--- src/rtl/ext_int_arb_pkg.sv ---
// Shared definitions for the external interrupt arbiter.
// Holds the register offsets and the source-ID type. It also holds the bus
// response state type and small helpers that turn byte offsets into word
// indices for address decode.
package int_arb_pkg;

  // Source IDs run 1..31; ID 0 means "no source".
  localparam int ID_W = 5;
  typedef logic [ID_W-1:0] arb_id_t;

  // Byte offsets of the register map.
  localparam logic [7:0] ARB_PENDING   = 8'h00;
  localparam logic [7:0] ARB_ENABLE    = 8'h04;
  localparam logic [7:0] ARB_MODE      = 8'h08;
  localparam logic [7:0] ARB_THRESH    = 8'h0C;
  localparam logic [7:0] ARB_CLAIM     = 8'h10;
  localparam logic [7:0] ARB_PRIO_BASE = 8'h20;

  typedef enum logic {
    BUS_IDLE = 1'b0,
    BUS_RESP = 1'b1
  } bus_state_e;

  // Word index of a byte address; the low two address bits are ignored.
  function automatic logic [5:0] word_of(input logic [7:0] addr);
    return addr[7:2];
  endfunction

  // Word index of the PRIORITY register of source i.
  function automatic logic [5:0] prio_word(input int i);
    return word_of(ARB_PRIO_BASE) + 6'(i);
  endfunction

endpackage

--- src/rtl/ext_int_arb_if.sv ---
// Register access port of the interrupt arbiter.
//  bus_sel   : access strobe, one cycle per access (master -> slave)
//  bus_we    : 1 = write, 0 = read                 (master -> slave)
//  bus_addr  : byte address, bits [1:0] ignored    (master -> slave)
//  bus_wdata : write data                          (master -> slave)
//  bus_rdata : registered read data                (slave -> master)
//  bus_ready : one-cycle completion pulse          (slave -> master)
interface ext_int_arb_if;
  logic        bus_sel;
  logic        bus_we;
  logic [7:0]  bus_addr;
  logic [31:0] bus_wdata;
  logic [31:0] bus_rdata;
  logic        bus_ready;

  modport master (
    output bus_sel, bus_we, bus_addr, bus_wdata,
    input  bus_rdata, bus_ready
  );

  modport slave (
    input  bus_sel, bus_we, bus_addr, bus_wdata,
    output bus_rdata, bus_ready
  );
endinterface

--- src/rtl/ext_int_arb_prio_sel.sv ---
// Combinational winner selection for the interrupt arbiter.
//  eligible     : per-source eligibility, bit i = source i
//  prio         : per-source priority
//  win_id       : highest-priority eligible source, lowest ID on ties, 0 if none
//  any_eligible : at least one source is eligible
module irq_prio_sel
  import int_arb_pkg::*;
#(
  parameter int SOURCES = 8,
  parameter int PRIO_W  = 3
) (
  input  logic [SOURCES:1]             eligible,
  input  logic [SOURCES:1][PRIO_W-1:0] prio,
  output arb_id_t                      win_id,
  output logic                         any_eligible
);

  logic [PRIO_W-1:0] best;

  // Ascending scan with a strict compare, so an equal priority found later
  // (higher ID) never displaces the current holder.
  always_comb begin
    win_id       = '0;
    best         = '0;
    any_eligible = 1'b0;
    for (int i = 1; i <= SOURCES; i++) begin
      if (eligible[i] && (!any_eligible || (prio[i] > best))) begin
        any_eligible = 1'b1;
        best         = prio[i];
        win_id       = arb_id_t'(i);
      end
    end
  end

endmodule

--- src/rtl/ext_int_arb.sv ---
// External interrupt arbiter: merges SOURCES peripheral lines into the core's
// single exti input. It provides a per-source edge/level gateway, enable and
// priority, a global threshold, and a claim/complete handshake over a small
// register port.
//  clk     : core clock
//  rst_n   : asynchronous active-low reset
//  irq_src : raw peripheral requests (asynchronous), bit i = source i
//  bus     : register access port (slave side)
//  exti    : registered level interrupt to the core
module ext_int_arb
  import int_arb_pkg::*;
#(
  parameter int SOURCES = 8,
  parameter int PRIO_W  = 3
) (
  input  logic               clk,
  input  logic               rst_n,
  input  logic [SOURCES:1]   irq_src,
  ext_int_arb_if.slave       bus,
  output logic               exti
);

  logic [SOURCES:1]             sync1_q, sync1_d;
  logic [SOURCES:1]             sync2_q, sync2_d;
  logic [SOURCES:1]             edge_pend_q, edge_pend_d;
  logic [SOURCES:1]             in_svc_q, in_svc_d;
  logic [SOURCES:1]             enable_q, enable_d;
  logic [SOURCES:1]             mode_q, mode_d;
  logic [PRIO_W-1:0]            thr_q, thr_d;
  logic [SOURCES:1][PRIO_W-1:0] prio_q, prio_d;
  logic [31:0]                  rdata_q, rdata_d;
  logic                         exti_q, exti_d;
  bus_state_e                   state_q, state_d;

  logic [SOURCES:1] rise;
  logic [SOURCES:1] pending;
  logic [SOURCES:1] eligible;
  logic [SOURCES:1] claim_hit;
  logic [5:0]       word;
  arb_id_t          cmpl_id;
  arb_id_t          win_id;
  logic             any_eligible;
  logic [31:0]      rd_val;
  logic             unused_bus;

  assign word       = word_of(bus.bus_addr);
  assign cmpl_id    = bus.bus_wdata[ID_W-1:0];
  assign unused_bus = ^{bus.bus_addr[1:0], bus.bus_wdata};

  // The edge is taken while s (sync2) is being loaded. The latch is then set
  // at the same edge that s rises, which keeps irq-to-exti at three cycles.
  assign rise = sync1_q & ~sync2_q;

  // Edge sources use the latch; level sources follow s, masked while in service.
  assign pending = (edge_pend_q & mode_q) | (sync2_q & ~in_svc_q & ~mode_q);

  always_comb begin
    eligible = '0;
    for (int i = 1; i <= SOURCES; i++) begin
      eligible[i] = pending[i] && enable_q[i] && !in_svc_q[i] && (prio_q[i] > thr_q);
    end
  end

  irq_prio_sel #(
    .SOURCES (SOURCES),
    .PRIO_W  (PRIO_W)
  ) u_prio_sel (
    .eligible     (eligible),
    .prio         (prio_q),
    .win_id       (win_id),
    .any_eligible (any_eligible)
  );

  // Read mux; unmapped words return 0.
  always_comb begin
    rd_val = '0;
    case (word)
      word_of(ARB_PENDING): rd_val = 32'({pending, 1'b0});
      word_of(ARB_ENABLE):  rd_val = 32'({enable_q, 1'b0});
      word_of(ARB_MODE):    rd_val = 32'({mode_q, 1'b0});
      word_of(ARB_THRESH):  rd_val = 32'(thr_q);
      word_of(ARB_CLAIM):   rd_val = 32'(win_id);
      default: begin
        for (int i = 1; i <= SOURCES; i++) begin
          if (word == prio_word(i)) rd_val = 32'(prio_q[i]);
        end
      end
    endcase
  end

  always_comb begin
    sync1_d   = irq_src;
    sync2_d   = sync1_q;
    enable_d  = enable_q;
    mode_d    = mode_q;
    thr_d     = thr_q;
    prio_d    = prio_q;
    in_svc_d  = in_svc_q;
    rdata_d   = '0;
    exti_d    = any_eligible;
    claim_hit = '0;
    state_d   = bus.bus_sel ? BUS_RESP : BUS_IDLE;

    if (bus.bus_sel) begin
      if (bus.bus_we) begin
        case (word)
          word_of(ARB_ENABLE): enable_d = bus.bus_wdata[SOURCES:1];
          word_of(ARB_MODE):   mode_d   = bus.bus_wdata[SOURCES:1];
          word_of(ARB_THRESH): thr_d    = bus.bus_wdata[PRIO_W-1:0];
          word_of(ARB_CLAIM): begin
            // Complete: IDs 0 and out-of-range never match; clearing a source
            // that is not in service leaves it unchanged.
            for (int i = 1; i <= SOURCES; i++) begin
              if (cmpl_id == arb_id_t'(i)) in_svc_d[i] = 1'b0;
            end
          end
          default: begin
            for (int i = 1; i <= SOURCES; i++) begin
              if (word == prio_word(i)) prio_d[i] = bus.bus_wdata[PRIO_W-1:0];
            end
          end
        endcase
      end else begin
        rdata_d = rd_val;
        if (word == word_of(ARB_CLAIM)) begin
          for (int i = 1; i <= SOURCES; i++) begin
            if (win_id == arb_id_t'(i)) claim_hit[i] = 1'b1;
          end
        end
      end
    end

    in_svc_d    = in_svc_d | claim_hit;
    // A fresh edge in the claim cycle re-sets the latch after the claim clears it.
    edge_pend_d = ((edge_pend_q & ~claim_hit) | rise) & mode_q;
  end

  always_ff @(posedge clk or negedge rst_n) begin
    if (!rst_n) begin
      sync1_q     <= '0;
      sync2_q     <= '0;
      edge_pend_q <= '0;
      in_svc_q    <= '0;
      enable_q    <= '0;
      mode_q      <= '0;
      thr_q       <= '0;
      prio_q      <= '0;
      rdata_q     <= '0;
      exti_q      <= 1'b0;
      state_q     <= BUS_IDLE;
    end else begin
      sync1_q     <= sync1_d;
      sync2_q     <= sync2_d;
      edge_pend_q <= edge_pend_d;
      in_svc_q    <= in_svc_d;
      enable_q    <= enable_d;
      mode_q      <= mode_d;
      thr_q       <= thr_d;
      prio_q      <= prio_d;
      rdata_q     <= rdata_d;
      exti_q      <= exti_d;
      state_q     <= state_d;
    end
  end

  assign bus.bus_ready = (state_q == BUS_RESP);
  assign bus.bus_rdata = rdata_q;
  assign exti          = exti_q;

endmodule

--- src/flat_wrapper.sv ---
// flat-port wrapper written by rule: the top's interface ports become plain ports
module ext_int_arb_flat import int_arb_pkg::*;
#(
  parameter int SOURCES = 8,
  parameter int PRIO_W  = 3
)
  (clk, rst_n, irq_src, exti, bus_bus_sel, bus_bus_we, bus_bus_addr, bus_bus_wdata, bus_bus_rdata, bus_bus_ready);
  ext_int_arb_if bus_i ();
  input  logic clk;
  input  logic rst_n;
  input  logic [SOURCES:1] irq_src;
  output logic exti;
  input wire logic [$bits(bus_i.bus_sel)-1:0] bus_bus_sel;
  input wire logic [$bits(bus_i.bus_we)-1:0] bus_bus_we;
  input wire logic [$bits(bus_i.bus_addr)-1:0] bus_bus_addr;
  input wire logic [$bits(bus_i.bus_wdata)-1:0] bus_bus_wdata;
  output wire logic [$bits(bus_i.bus_rdata)-1:0] bus_bus_rdata;
  output wire logic [$bits(bus_i.bus_ready)-1:0] bus_bus_ready;
  assign bus_i.bus_sel = bus_bus_sel;
  assign bus_i.bus_we = bus_bus_we;
  assign bus_i.bus_addr = bus_bus_addr;
  assign bus_i.bus_wdata = bus_bus_wdata;
  assign bus_bus_rdata = bus_i.bus_rdata;
  assign bus_bus_ready = bus_i.bus_ready;
  ext_int_arb #(.SOURCES(SOURCES), .PRIO_W(PRIO_W)) u_core (.clk(clk), .rst_n(rst_n), .irq_src(irq_src), .bus(bus_i), .exti(exti));
endmodule
--- config.mk ---
export PLATFORM = sky130hd
export DESIGN_NAME = ext_int_arb_flat
export DESIGN_NICKNAME = d
export VERILOG_FILES = /design/src/rtl/ext_int_arb_pkg.sv /design/src/rtl/ext_int_arb_if.sv /design/src/rtl/ext_int_arb_prio_sel.sv /design/src/rtl/ext_int_arb.sv /design/src/flat_wrapper.sv
export SDC_FILE = /design/constraint.sdc
export NUM_CORES = 1
export LEC_CHECK = 0
export ABC_AREA = 1
export BUFFER_PORTS_ARGS = -buffer_cell sky130_fd_sc_hd__buf_2
export CAP_MARGIN = 20
export CORE_ASPECT_RATIO = 0.6
export CORE_MARGIN = 4
export CORE_UTILIZATION = 55
export CTS_CLUSTER_SIZE = 28
export DETAILED_ROUTE_END_ITERATION = 12
export PLACE_DENSITY = 0.78
export SLEW_MARGIN = 20
export SYNTH_ARGS = -nofsm -noshare
export SYNTH_HDL_FRONTEND = slang
export SYNTH_SLANG_ARGS = --single-unit
export TNS_END_PERCENT = 5
--- constraint.sdc ---
create_clock -name clk -period 22.1 [get_ports clk]
set_clock_uncertainty 0.2 [all_clocks]
set_input_delay 3.315 -clock clk [delete_from_list [all_inputs] [get_ports clk]]
set_output_delay 3.315 -clock clk [all_outputs]
set_load 0.02 [all_outputs]
After elaboration in Yosys (flattened, before gate mapping)
Index checks and enable logic that the tools add are counted.
{"block": "totals", "elab_cells": 198, "input_bits": 52, "reg_bits": 109}
{"block": "op_classes", "mux": 57, "magnitude_cmp": 15, "reduce_logical": 66, "eq_ne": 28, "bitwise": 14}
{"cell": "$pmux W32 S5", "n": 1}
{"cell": "$mux W32", "n": 2}
{"cell": "$and A8 B8 Y8", "n": 6}
{"cell": "$mux W8", "n": 6}
{"cell": "$gt A3 B3 Y1", "n": 15}
{"cell": "$mux W3", "n": 15}
{"cell": "$eq A6 B4 Y1 const B", "n": 7}
{"cell": "$eq A5 B3 Y1 const B", "n": 8}
{"cell": "$not A8 Y8", "n": 4}
{"cell": "$reduce_and A4 Y1", "n": 8}
{"cell": "$logic_and A1 B1 Y1", "n": 31}
{"cell": "$mux W5", "n": 6}
{"cell": "$mux W1", "n": 26}
{"cell": "$or A8 B8 Y8", "n": 3}
{"cell": "$eq A5 B2 Y1 const B", "n": 4}
{"cell": "$logic_not A1 Y1", "n": 15}
{"cell": "$eq A6 B2 Y1 const B", "n": 2}
{"cell": "$eq A5 B1 Y1 const B", "n": 2}
{"cell": "$eq A5 B4 Y1 const B", "n": 2}
{"cell": "$reduce_and A3 Y1", "n": 3}
{"cell": "$logic_or A1 B1 Y1", "n": 7}
{"cell": "$eq A6 B1 Y1 const B", "n": 1}
{"cell": "$eq A6 B3 Y1 const B", "n": 1}
{"cell": "$eq A6 B5 Y1 const B", "n": 1}
{"cell": "4 further kinds", "n": 4}

Logic depth before layout (Yosys ltp)
{"block": "depth", "word_depth": 45, "depth_mapped": 73, "depth_no_buf": 72}

Cells and area by module
A second synthesis with hierarchy kept.
{"block": "hier_totals", "hier_cells": 718, "hier_area_um2": 5773.0}
{"module": "ext_int_arb", "area_per_inst_um2": 4802.1, "cells_each": 547, "n_inst": 1}
{"module": "irq_prio_sel", "area_per_inst_um2": 970.9, "cells_each": 171, "n_inst": 1}

Worst setup path after synthesis
Ideal clock, no wire load.
{"block": "synth_path", "path_type": "register to register", "from": "reg u_core.thr_q[2]", "to": "reg u_core.edge_pend_q[1] (netlist name)", "arrival_ns": 8.246, "required_ns": 21.784, "n_path_buf": 1, "path_stages_with_launch": 74, "setup_ns": 0.116, "synth_period_minus_slack_ns": 8.562, "path_slack_ns": 13.538, "path_cell_list": "dfrtp_1 > inv_1 > ha_1 > nand3_1 > nand2_1 > inv_2 > nand3_4 > nor2_1 > inv_1 > ha_1 > a21oi_1 > o21ai_0 > nand2_1 > nand2_2 > nand2_2 > nand2_1 > and2_1 > ha_1 > [38 not listed] > o21ai_0 > nand2_1 > nand2_1 > nand2_2 > inv_2 > nand2_1 > nand2_1 > ha_1 > a21oi_1 > o21ai_0 > nand2_1 > nand2_1 > nand2_2 > nand3_2 > nor2_1 > nand2_1 > nand2_1 > nand2_1"}
{"block": "synth_between", "elab_chain_len": 40}
{"item": "start: declaration", "line_no": "ext_int_arb.sv:29", "source": "logic [PRIO_W-1:0] thr_q, thr_d;"}
{"item": "start signal: assignment", "line_no": "ext_int_arb.sv:158", "source": "thr_q <= thr_d;"}
{"item": "$gt A3 B3 Y1", "line_no": "ext_int_arb.sv:60", "source": "eligible[i] = pending[i] && enable_q[i] && !in_svc_q[i] && (prio_q[i] > thr_q);"}
{"item": "$logic_and A1 B1 Y1", "line_no": "ext_int_arb.sv:60"}
{"item": "$mux W3 or $mux W1 (tied branches)", "line_no": "ext_int_arb_prio_sel.sv:27", "source": "if (eligible[i] && (!any_eligible || (prio[i] > best))) begin"}
{"item": "$gt A3 B3 Y1 or $logic_not A1 Y1 (tied branches)", "line_no": "ext_int_arb_prio_sel.sv:27"}
{"item": "$logic_or A1 B1 Y1", "line_no": "ext_int_arb_prio_sel.sv:27"}
{"item": "$logic_and A1 B1 Y1", "line_no": "ext_int_arb_prio_sel.sv:27"}
{"item": "$mux W3 or $mux W1 (tied branches)", "line_no": "ext_int_arb_prio_sel.sv:27"}
{"item": "$gt A3 B3 Y1 or $logic_not A1 Y1 (tied branches)", "line_no": "ext_int_arb_prio_sel.sv:27"}
{"item": "[25 not listed]"}
{"item": "$mux W8 (*)", "line_no": "ext_int_arb.sv:125", "source": "if (word == word_of(ARB_CLAIM)) begin"}
{"item": "$mux W8 (*)", "line_no": "ext_int_arb.sv:105", "source": "if (bus.bus_we) begin"}
{"item": "$mux W8 (*)", "line_no": "ext_int_arb.sv:104", "source": "if (bus.bus_sel) begin"}
{"item": "$not A8 Y8 (*)", "line_no": "ext_int_arb.sv:135", "source": "edge_pend_d = ((edge_pend_q & ~claim_hit) | rise) & mode_q;"}
{"item": "$and A8 B8 Y8 (*)", "line_no": "ext_int_arb.sv:135"}
{"item": "$or A8 B8 Y8 (*)", "line_no": "ext_int_arb.sv:135"}
{"item": "$and A8 B8 Y8 (*)", "line_no": "ext_int_arb.sv:135"}
{"item": "via u_core.edge_pend_d, one bit", "line_no": "ext_int_arb.sv:25", "source": "logic [SOURCES:1] edge_pend_q, edge_pend_d;"}
{"item": "end signal: assignment", "line_no": "ext_int_arb.sv:154", "source": "edge_pend_q <= edge_pend_d;"}
{"item": "end: declaration", "line_no": "ext_int_arb.sv:25"}
Mark *: on every way through the listed nets, which the timed path passes. The rest lies on a longest branch.
A chain may end at the register's enable or synchronous reset.

Worst setup path in the final report
{"block": "layout_path", "from": "reg u_core.thr_q[1]", "to": "reg u_core.edge_pend_q[2] (netlist name)"}
{"block": "layout_between", "elab_chain_len": 40}
{"item": "$gt A3 B3 Y1", "line_no": "ext_int_arb.sv:60"}
{"item": "$logic_and A1 B1 Y1", "line_no": "ext_int_arb.sv:60"}
{"item": "$mux W3 or $mux W1 (tied branches)", "line_no": "ext_int_arb_prio_sel.sv:27"}
{"item": "$gt A3 B3 Y1 or $logic_not A1 Y1 (tied branches)", "line_no": "ext_int_arb_prio_sel.sv:27"}
{"item": "$logic_or A1 B1 Y1", "line_no": "ext_int_arb_prio_sel.sv:27"}
{"item": "$logic_and A1 B1 Y1", "line_no": "ext_int_arb_prio_sel.sv:27"}
{"item": "$mux W3 or $mux W1 (tied branches)", "line_no": "ext_int_arb_prio_sel.sv:27"}
{"item": "$gt A3 B3 Y1 or $logic_not A1 Y1 (tied branches)", "line_no": "ext_int_arb_prio_sel.sv:27"}
{"item": "[25 not listed]"}
{"item": "$mux W8 (*)", "line_no": "ext_int_arb.sv:125"}
{"item": "$mux W8 (*)", "line_no": "ext_int_arb.sv:105"}
{"item": "$mux W8 (*)", "line_no": "ext_int_arb.sv:104"}
{"item": "$not A8 Y8 (*)", "line_no": "ext_int_arb.sv:135"}
{"item": "$and A8 B8 Y8 (*)", "line_no": "ext_int_arb.sv:135"}
{"item": "$or A8 B8 Y8 (*)", "line_no": "ext_int_arb.sv:135"}
{"item": "$and A8 B8 Y8 (*)", "line_no": "ext_int_arb.sv:135"}
{"item": "via u_core.edge_pend_d, one bit", "line_no": "ext_int_arb.sv:25"}
Marked as above.

==> reports/metrics.yaml <==
drc_errors: 0
dpl.hpwl_um: 11500
yosysSeqAreaShare_pct: 38.3
crit_type: "flop to flop"
die-area_sq_mm: 0.0120
p_leak_nw: 3.24
io_buffers: 37
pin_count: 86
grt_pass1_vias: 4700
max_freq_mhz: 96.1
chipWidth_um: 139
r2r_end: "u_core.edge_pend_q[2]"
num_rows: 28
hold_ws_ns: 0.179
cts_buffer_depth: 2
nFillCells: 868
cp_max_fo: 11
seqCellArea_sq_mm: 0.00215
dp.cells: 891
finalHoldViolCount: 0
grt_pass1_wl_um: 23800
grt_usage_pct: 25.3
cts.repair.resized: 0
tightest_slew_ns: 0.778
diodes: 0
synth_cell_types: 42
vias: 5067
ys.flop_type: "dfrtp_1"
multi_input_area_sq_mm: 0.00296
max_stage_delay_ns: 0.40
crit_top_cell: "nand2_1"
max-slew-margin-rel_pct: 48.1
drive_gt1_share_pct: 12.8
antenna_found_initial: 0
setup.worst_path.end_class: "flop"
dr.pass1.iters: 5
avgRoutedWirePerCell_um: 16.4
fin_cells: 907
hp-start: "u_core.sync1_q[3]"
hold_end: "u_core.sync2_q[3]"
cts_num_sinks: 86
yosys.area.top_type_share_pct: 38.3
crit_path_start_kind: "flop"
p_per_area_mw_per_mm2: 65.0
rrSetupSlack_ns: 11.69
die_h_um: 86.3
syn_to_final_growth_pct: 9.77
wl_um: 14900
min_path_type: "flop to flop"
fin_nets: 864
postSynth.asyncResetShare_pct: 100
ys_ff_latch: 86
max-cap-violations: 0
synth_area_sq_mm: 0.00562
final_max_slew_viol_count: 0
finalWorstSetupSlack_ns: 11.69
r2r_cells: 71
cts_tree: "yes"
finalSetupViolCount: 0
cts_setup_buffers: 0
gp_congestion: 0.958
synthTopCellsByCount: "180 x nand2_1, 96 x inv_1, 86 x dfrtp_1"
synth-edff-count: 0
yosys.area.top_type: "dfrtp_1"
htreeDepth: 3
peakVddDrop_mv: 0.0498
drtIter0Drc: 439
rsz0062_at_grt: "no"
period_needed_ns: 10.41
netlist_instances: 722
ant_nets: 0
final_util_pct: 62.2
status: "finished, final reports clean"
avgSynthCellArea_sq_um: 7.79
overflow: 0
ys_top_cells_by_area: "dfrtp_1 38%, nand2_1 12%, ha_1 10%"
hold_depth: 0
numCtsBuffers: 9
crit_path_top_delay_cell: "inv_1"
post-route-period-util_pct: 47.1
yosysWarnings: 0
preCtsSetupSlack_ns: 11.93
clk_pin_slew_ns: 0.07
grt_max_degree: 87
clock_latency_ns: 0.35
reg2reg_from: "u_core.thr_q[1]"
final.setup.tns_ns: 0
arrival_ns: 10.45
start_util_pct: 56.7
synth_most_common_cell: "nand2_1"
core_sq_mm: 0.00991
required_ns: 22.14
hold_buffers: 0
root_buffer: "clkbuf_16"
vias_per_cell: 5.59
[final cells by class]
cell class / count / share of cell area [%]
Multi-Input combinational cell: 525 / 48.0
Clock buffer: 10 / 3.87
Clock inverter: 6 / 0.831
Timing Repair Buffer: 38 / 3.22
Tap cell: 135 / 2.74
Sequential cell: 86 / 34.9
Inverter: 107 / 6.51
[metal layers]
metal  GRT usage, %  share of wire [%]
met1           36.5                 45
met2           39.7                 44
met3           5.18                9.1
met4           5.83                1.2
met5              0                  0
[how the worst max path moves through the flow]
stage,from,to,slack (ns),depth (start not counted)
after floorplan,u_core.thr_q[2],u_core.edge_pend_q[1],13.54,73
after global placement,u_core.thr_q[2],u_core.edge_pend_q[2],12.22,71
after detailed placement,u_core.thr_q[1],u_core.edge_pend_q[2],11.93,71
after CTS,u_core.thr_q[1],u_core.edge_pend_q[2],11.87,71
after global routing,u_core.thr_q[1],u_core.edge_pend_q[2],10.86,72
final,u_core.thr_q[1],u_core.edge_pend_q[2],11.69,71
[worst max-delay path, delay by kind of cell, from the launching register on]
kind / cells / cell delay [ns]
compound gates: 15 / 1.89
fa+ha+maj: 8 / 2.58
buf+inv: 7 / 0.89
flops: 1 / 0.38
simple gates: 41 / 4.34
[power by group]
group          switching [mW]  internal [mW]  leakage [nW]
Sequential            0.00981          0.167          1.10
Clock                  0.0672         0.0810         0.140
Combinational          0.0499         0.0263          2.00
Total                   0.127          0.275          3.24
[logic make-up after synthesis]
family / Yosys count / synth area share [%]
AOI/OAI and AO/OA: 120 / 11.9
adders and majority gates: 45 / 10.0
buffers and inverters: 133 / 10.5
DFF: 86 / 38.3
muxes: 3 / 0.534
other: 1 / 0.0667
and+or+nand+nor: 334 / 28.6
[flip-flops by register name, summed over array words and instances, names as in the netlist]
signal	cells
u_core.bus.bus_rdata	9
u_core.in_svc_q	8
u_core.sync2_q	8
u_core.thr_q	3
u_core.edge_pend_q	8
u_core.sync1_q	8
u_core.enable_q	8
u_core.exti	1
u_core.bus.bus_ready	1
u_core.mode_q	8
u_core.prio_q	24
[through the flow]
| step | area, sq um | total power, mW |
|---|---|---|
| 2_1_floorplan | 5700 | 0.233 |
| 3_3_place_gp | 5880 | 0.250 |
| 3_5_place_dp | 5880 | 0.255 |
| 4_1_cts | 6170 | 0.402 |
| 5_1_grt | 6170 | 0.421 |
| 6_report | 6170 | 0.401 |
[placed cells by master (no fill, tap or decap), drive strengths merged]
| master | synthesis | final |
|---|---|---|
| buf | 24 | 38 |
| nand2 | 191 | 191 |
| nor3 | 4 | 4 |
| and2 | 8 | 8 |
| clkbuf | 2 | 10 |
| or2 | 1 | 1 |
| a311oi | 1 | 1 |
| o211ai | 5 | 5 |
| o21a | 3 | 3 |
| ha | 45 | 45 |
| nand3b | 7 | 7 |
| o22ai | 3 | 3 |
| a221oi | 4 | 4 |
| nor4 | 2 | 2 |
| a21boi | 1 | 1 |
| dfrtp | 86 | 86 |
| o31ai | 3 | 3 |
| clkinv | 0 | 1 |
| o21ai | 57 | 57 |
| conb | 1 | 23 |
| a31oi | 3 | 3 |
| nand3 | 62 | 62 |
| nand4 | 3 | 3 |
| a211oi | 1 | 1 |
| nor2 | 56 | 56 |
| mux2i | 3 | 3 |
| a21oi | 36 | 36 |
| clkinvlp | 0 | 1 |
| o2111ai | 2 | 2 |
| o221ai | 1 | 1 |
| inv | 107 | 111 |
No activity file was read; power rests on OpenSTA's default activity.
